==> config.mk <==
export PLATFORM = sky130hd
export DESIGN_NAME = motor_drive_sequencer
export DESIGN_NICKNAME = d
export VERILOG_FILES = /design/src/rtl/motor_drive_sequencer.sv
export SDC_FILE = /design/constraint.sdc
export NUM_CORES = 1
export LEC_CHECK = 0
export CAP_MARGIN = 30
export CELL_PAD_IN_SITES_DETAIL_PLACEMENT = 1
export CELL_PAD_IN_SITES_GLOBAL_PLACEMENT = 1
export CORE_MARGIN = 2
export CORE_UTILIZATION = 43
export DETAILED_ROUTE_END_ITERATION = 10
export PLACE_DENSITY_LB_ADDON = 0.05
export SYNTH_ARGS = -nofsm -noshare
export SYNTH_HDL_FRONTEND = slang
export SYNTH_SLANG_ARGS = --single-unit
==> constraint.sdc <==
create_clock -name clk -period 3.2 [get_ports clk]
set_clock_uncertainty 0.2 [all_clocks]
set_input_delay 0.64 -clock clk [delete_from_list [all_inputs] [get_ports clk]]
set_output_delay 0.64 -clock clk [all_outputs]
set_load 0.01 [all_outputs]
==> src/rtl/motor_drive_sequencer.sv <==
// Drive-mode sequencer for the hall commutation controller: coast dwell, timed reversal brake, hall fault latch.
// Define DRIVE_STALL_WDT_EN to add the stalled-rotor watchdog.
module motor_drive_sequencer #(
    parameter int DEAD_CYCLES  = 1000,
    parameter int BRAKE_CYCLES = 50000,
    parameter int STALL_CYCLES = 1000000,
    parameter int CNT_W        = 24
) (
    input  logic       clk,
    input  logic       rst,
    input  logic       cmd_valid,
    input  logic [1:0] cmd,
    output logic       cmd_ready,
    input  logic [2:0] HS,
    input  logic       fault_clr,
    output logic [2:0] UI,
    output logic [2:0] state,
    output logic       fault
);

    typedef enum logic [2:0] {
        COAST  = 3'd0,
        CW     = 3'd1,
        CCW    = 3'd2,
        BRAKE  = 3'd3,
        REVBRK = 3'd4,
        DWELL  = 3'd5,
        FAULT  = 3'd6
    } state_t;

    localparam logic [CNT_W-1:0] DEAD_LOAD  = CNT_W'(DEAD_CYCLES);
    localparam logic [CNT_W-1:0] BRAKE_LOAD = CNT_W'(BRAKE_CYCLES);
    localparam logic [CNT_W-1:0] CNT_ONE    = CNT_W'(1);

    // Bad parameter sets would silently truncate the timers, so stop elaboration instead.
    if (DEAD_CYCLES < 1 || BRAKE_CYCLES < 1 || STALL_CYCLES < 2 || CNT_W < 1 || CNT_W > 30 ||
        DEAD_CYCLES >= (1 << CNT_W) || BRAKE_CYCLES >= (1 << CNT_W) ||
        STALL_CYCLES >= (1 << CNT_W)) begin : g_param_check
        $error("motor_drive_sequencer: invalid timing parameters for CNT_W");
    end

    state_t           cur_state;
    state_t           nxt_state;
    state_t           pend_mode;
    state_t           nxt_pend_mode;
    state_t           cmd_mode;
    logic             pend_rev;
    logic             nxt_pend_rev;
    logic [CNT_W-1:0] cnt;
    logic [CNT_W-1:0] nxt_cnt;
    logic [2:0]       nxt_ui;
    logic [2:0]       hs_meta;
    logic [2:0]       hs_s;
    logic             ready_state;
    logic             accept;
    logic             hall_bad;
    logic             stall;
    logic             is_reversal;

    always_ff @(posedge clk) begin
        if (rst) begin
            hs_meta <= 3'b000;
            hs_s    <= 3'b000;
        end else begin
            hs_meta <= HS;
            hs_s    <= hs_meta;
        end
    end

`ifdef DRIVE_STALL_WDT_EN
    localparam logic [CNT_W-1:0] STALL_LIMIT = CNT_W'(STALL_CYCLES);

    logic [CNT_W-1:0] wdt;
    logic [2:0]       hs_prev;

    // Any hall edge proves the rotor is turning; outside CW/CCW there is nothing to watch.
    always_ff @(posedge clk) begin
        if (rst) begin
            wdt     <= '0;
            hs_prev <= 3'b000;
        end else begin
            hs_prev <= hs_s;
            if (!(cur_state inside {CW, CCW}) || (hs_s != hs_prev)) begin
                wdt <= '0;
            end else if (wdt != STALL_LIMIT) begin
                wdt <= wdt + CNT_ONE;
            end
        end
    end

    assign stall = (wdt == STALL_LIMIT);
`else
    assign stall = 1'b0;
`endif

    assign ready_state = cur_state inside {COAST, CW, CCW, BRAKE};
    assign cmd_ready   = ready_state && !rst;
    assign accept      = cmd_valid && ready_state;
    assign hall_bad    = (cur_state inside {CW, CCW, REVBRK}) && ((hs_s == 3'b000) || (hs_s == 3'b111));
    assign is_reversal = ((cur_state == CW) && (cmd_mode == CCW)) || ((cur_state == CCW) && (cmd_mode == CW));

    always_comb begin
        cmd_mode = COAST;
        case (cmd)
            2'b01:   cmd_mode = CW;
            2'b10:   cmd_mode = CCW;
            2'b11:   cmd_mode = BRAKE;
            default: cmd_mode = COAST;
        endcase
    end

    // Fault detection outranks both command acceptance and timer expiry.
    always_comb begin
        nxt_state     = cur_state;
        nxt_pend_mode = pend_mode;
        nxt_pend_rev  = pend_rev;
        nxt_cnt       = cnt;

        if (hall_bad || stall) begin
            nxt_state     = FAULT;
            nxt_pend_mode = COAST;
            nxt_pend_rev  = 1'b0;
            nxt_cnt       = '0;
        end else begin
            case (cur_state)
                COAST, CW, CCW, BRAKE: begin
                    if (accept) begin
                        if (cmd_mode == COAST) begin
                            nxt_state = COAST;
                        end else if (cmd_mode != cur_state) begin
                            nxt_state     = DWELL;
                            nxt_cnt       = DEAD_LOAD;
                            nxt_pend_mode = cmd_mode;
                            nxt_pend_rev  = is_reversal;
                        end
                    end
                end
                DWELL: begin
                    if (cnt <= CNT_ONE) begin
                        if (pend_rev) begin
                            nxt_state    = REVBRK;
                            nxt_cnt      = BRAKE_LOAD;
                            nxt_pend_rev = 1'b0;
                        end else begin
                            nxt_state     = pend_mode;
                            nxt_cnt       = '0;
                            nxt_pend_mode = COAST;
                        end
                    end else begin
                        nxt_cnt = cnt - CNT_ONE;
                    end
                end
                REVBRK: begin
                    if (cnt <= CNT_ONE) begin
                        nxt_state = DWELL;
                        nxt_cnt   = DEAD_LOAD;
                    end else begin
                        nxt_cnt = cnt - CNT_ONE;
                    end
                end
                FAULT: begin
                    if (fault_clr) begin
                        nxt_state     = COAST;
                        nxt_pend_mode = COAST;
                        nxt_pend_rev  = 1'b0;
                        nxt_cnt       = '0;
                    end
                end
                default: begin
                    nxt_state     = COAST;
                    nxt_pend_mode = COAST;
                    nxt_pend_rev  = 1'b0;
                    nxt_cnt       = '0;
                end
            endcase
        end
    end

    always_comb begin
        nxt_ui = 3'b000;
        case (nxt_state)
            CW:            nxt_ui = 3'b010;
            CCW:           nxt_ui = 3'b100;
            BRAKE, REVBRK: nxt_ui = 3'b001;
            default:       nxt_ui = 3'b000;
        endcase
    end

    // UI and fault are registered alongside the state so all three move on the same edge.
    always_ff @(posedge clk) begin
        if (rst) begin
            cur_state <= COAST;
            pend_mode <= COAST;
            pend_rev  <= 1'b0;
            cnt       <= '0;
            UI        <= 3'b000;
            fault     <= 1'b0;
        end else begin
            cur_state <= nxt_state;
            pend_mode <= nxt_pend_mode;
            pend_rev  <= nxt_pend_rev;
            cnt       <= nxt_cnt;
            UI        <= nxt_ui;
            fault     <= (nxt_state == FAULT);
        end
    end

    assign state = cur_state;

endmodule

==> impl_metrics.ini <==
[layout]
final_cell_mix = dfxtp_1 (40), nor2_1 (35), nand2_1 (19), clkdlybuf4s50_1 (16), xnor2_1 (14)
nets = 280
drive_gt1_share_pct = 11.9
final_common_cell = dfxtp_1
fin_cells = 337
n_antenna_cell = 0
nFillCells = 565
final_area_sq_um = 2480
final_util_pct = 52.6
syn2layout_area_growth_pct = 17.2

[drt]
wl_met2_um = 2570
wl_met1_um = 2540
met3WireLength_um = 115
ant_nets = 0
vias = 1835
drtIter0Drc = 54
drt_pass1_iterations = 4
wl_um = 5280
vias_per_cell = 5.45
remaining_drc_errors = 0
top_layer = met4
avgRoutedWirePerCell_um = 15.7

[placement]
dp_hpwl_um = 3860
numPortBuffers = 16
placed_cell_area_sq_um = 2370
dp_cells = 329
gp_congestion = 0.809

[worst_setup_path]
crit_slowest_cell = or4_4
critPathKind = register to register
cp-start-kind = register
critical-path-top-delay-family = simple AND/OR/NAND/NOR gates
path_buf_inv = 0
end_kind = register
worstReg2RegEnd = UI[0]
crit_arrival_ps = 2670
r2r_start = cnt[10]
slowest_delay_ps = 570
r2r_slack_ps = 530
worst-path-max-fanout = 6
ff2ff_path_depth = 6
cp.required_ps = 3200
crit_chain = or3_4, or4_4, nor4_4, a41oi_2, nor4b_1, a32o_1

[yosys]
seq_area_frac_synth_pct = 37.8
synth.area.top_cells = dfxtp_1 (38%), nor2_1 (6.2%), xnor2_1 (5.8%), nand2_1 (3.4%), a21oi_1 (3.1%)
yosys_warnings = 0
synth_area_leader_cell = dfxtp_1
syn_area_sq_um = 2120
ys_ff_latch = 40
synth_cell_types = 53
syn_inst = 250
synth_nets = 261
syn_area_per_cell_sq_um = 8.48
yosysTopAreaCellShare_pct = 37.8

[run_status]
outcome = finished clean

[sta]
period_share_pct = 83.6
rsz0062_at_grt = false
slew_headroom_pct = 57.4
worst_pin_slew_ps = 638
fmax_mhz = 374
layout_min_cycle_time_ps = 2670
hold_viol_final = 0
slew_violations = 0
fin_setup_tns_ps = 0
finalSetupViolCount = 0

[die]
core_area_sq_um = 4720
io_pins = 17
die_height_um = 74.2
initial_core_util_pct = 44.9
num_rows = 25
die_area_sq_um = 5510
die_width_um = 74.2

[min_path]
min_path_type = register to register
whs_endpoint = hs_s[1]
hold_depth = 1
min-delay-start = hs_meta[1]

[cts]
h-tree-depth = 2
worstSkewPairLatency_ps = 300
cts_buffer_depth = 2
cts.sinks = 40
cts_setup_buffers = 0
cts-resized-gates = 0
cts_root_buf = clkbuf_8
clk_pin_slew_ps = 80
ctsHoldBuffers = 0
cts-buffers-inserted = 5
cts_tree = yes

[global_route]
grt_max_degree = 18
overflow = 0
antenna_found_initial = 0
grt_use_total_pct = 21.1
grt_pass1_wl_um = 8860
grt_pass1_vias = 1856

[flow_run]
maxCapViolCount = 0
[metal layers]
layer,GRT usage (%),vias to the layer above
met4,7.07,0
met2,36.7,24
li1,-,929
met1,26.2,877
met5,0,-
met3,3.66,5
[cell usage after synthesis (all sizes together)]
| master | n |
|---|---|
| a211oi | 2 |
| a21oi | 13 |
| a221oi | 2 |
| a31oi | 2 |
| a32o | 1 |
| a41oi | 1 |
| and2 | 2 |
| and3 | 1 |
| buf | 3 |
| clkbuf | 8 |
| dfxtp | 40 |
| ha | 2 |
| inv | 7 |
| mux2i | 1 |
| nand2 | 20 |
| nand2b | 4 |
| nand3 | 4 |
| nand3b | 1 |
| nand4 | 3 |
| nor2 | 35 |
| nor2b | 9 |
| nor3 | 10 |
| nor3b | 3 |
| nor4 | 15 |
| nor4b | 1 |
| o2111ai | 1 |
| o211a | 1 |
| o211ai | 2 |
| o21ai | 13 |
| o221a | 1 |
| o221ai | 1 |
| o22ai | 3 |
| o31a | 2 |
| o31ai | 3 |
| or2 | 3 |
| or3 | 6 |
| or3b | 1 |
| or4 | 3 |
| xnor2 | 14 |
| xor2 | 6 |
[registers in the layout, summed over array words and instances, names as in the netlist]
register and flops:
pend_mode 2, state 3, hs_s 3, pend_rev 1, UI 3, cnt 24, fault 1, hs_meta 3
[metrics by stage]
stage / hold WS [ps] / worst slack, ps
floorplan: 214 / 694
global placement: 216 / 439
finish: 252 / 526
CTS: 256 / 508
global route: 277 / 426
detailed placement: 236 / 395
[cell families (layout without fill, tap and decap cells)]
| family | count (synthesis) | count (layout) | share of synthesized area [%] |
|---|---|---|---|
| XOR/XNOR | 20 | 20 | 8.26 |
| AO/OA/AOI/OAI | 48 | 48 | 15.7 |
| flip-flops | 40 | 40 | 37.8 |
| multiplexers | 1 | 1 | 0.472 |
| buffers and inverters | 18 | 38 | 3.78 |
| AND/OR/NAND/NOR | 121 | 121 | 32.8 |
| adder cells (fa/ha/maj) | 2 | 2 | 1.18 |
[layout make-up]
type,instances,area [sq um],area share (%)
multi-input cells,192,1240,50.1
flip-flops and latches,40,801,32.2
repair buffers,23,213,8.56
well taps,67,83.8,3.38
clock buffers,5,68.8,2.77
clock inverters,3,47.5,1.91
inverters,7,26.3,1.06
[worst max path at each step]
stage	startpoint	end	slack [ps]	cells past startpoint
after floorplan	cnt[10]	UI[0]	690	7
after global placement	cmd[0]	cnt[22]	440	8
after detailed placement	cmd[0]	cnt[22]	400	8
after CTS	cnt[10]	UI[0]	510	6
after global routing	cnt[10]	UI[0]	430	6
final	cnt[10]	UI[0]	530	6
Power is not shown: default switching activity piles up to over one toggle a cycle in this logic, so the estimate is an artifact.
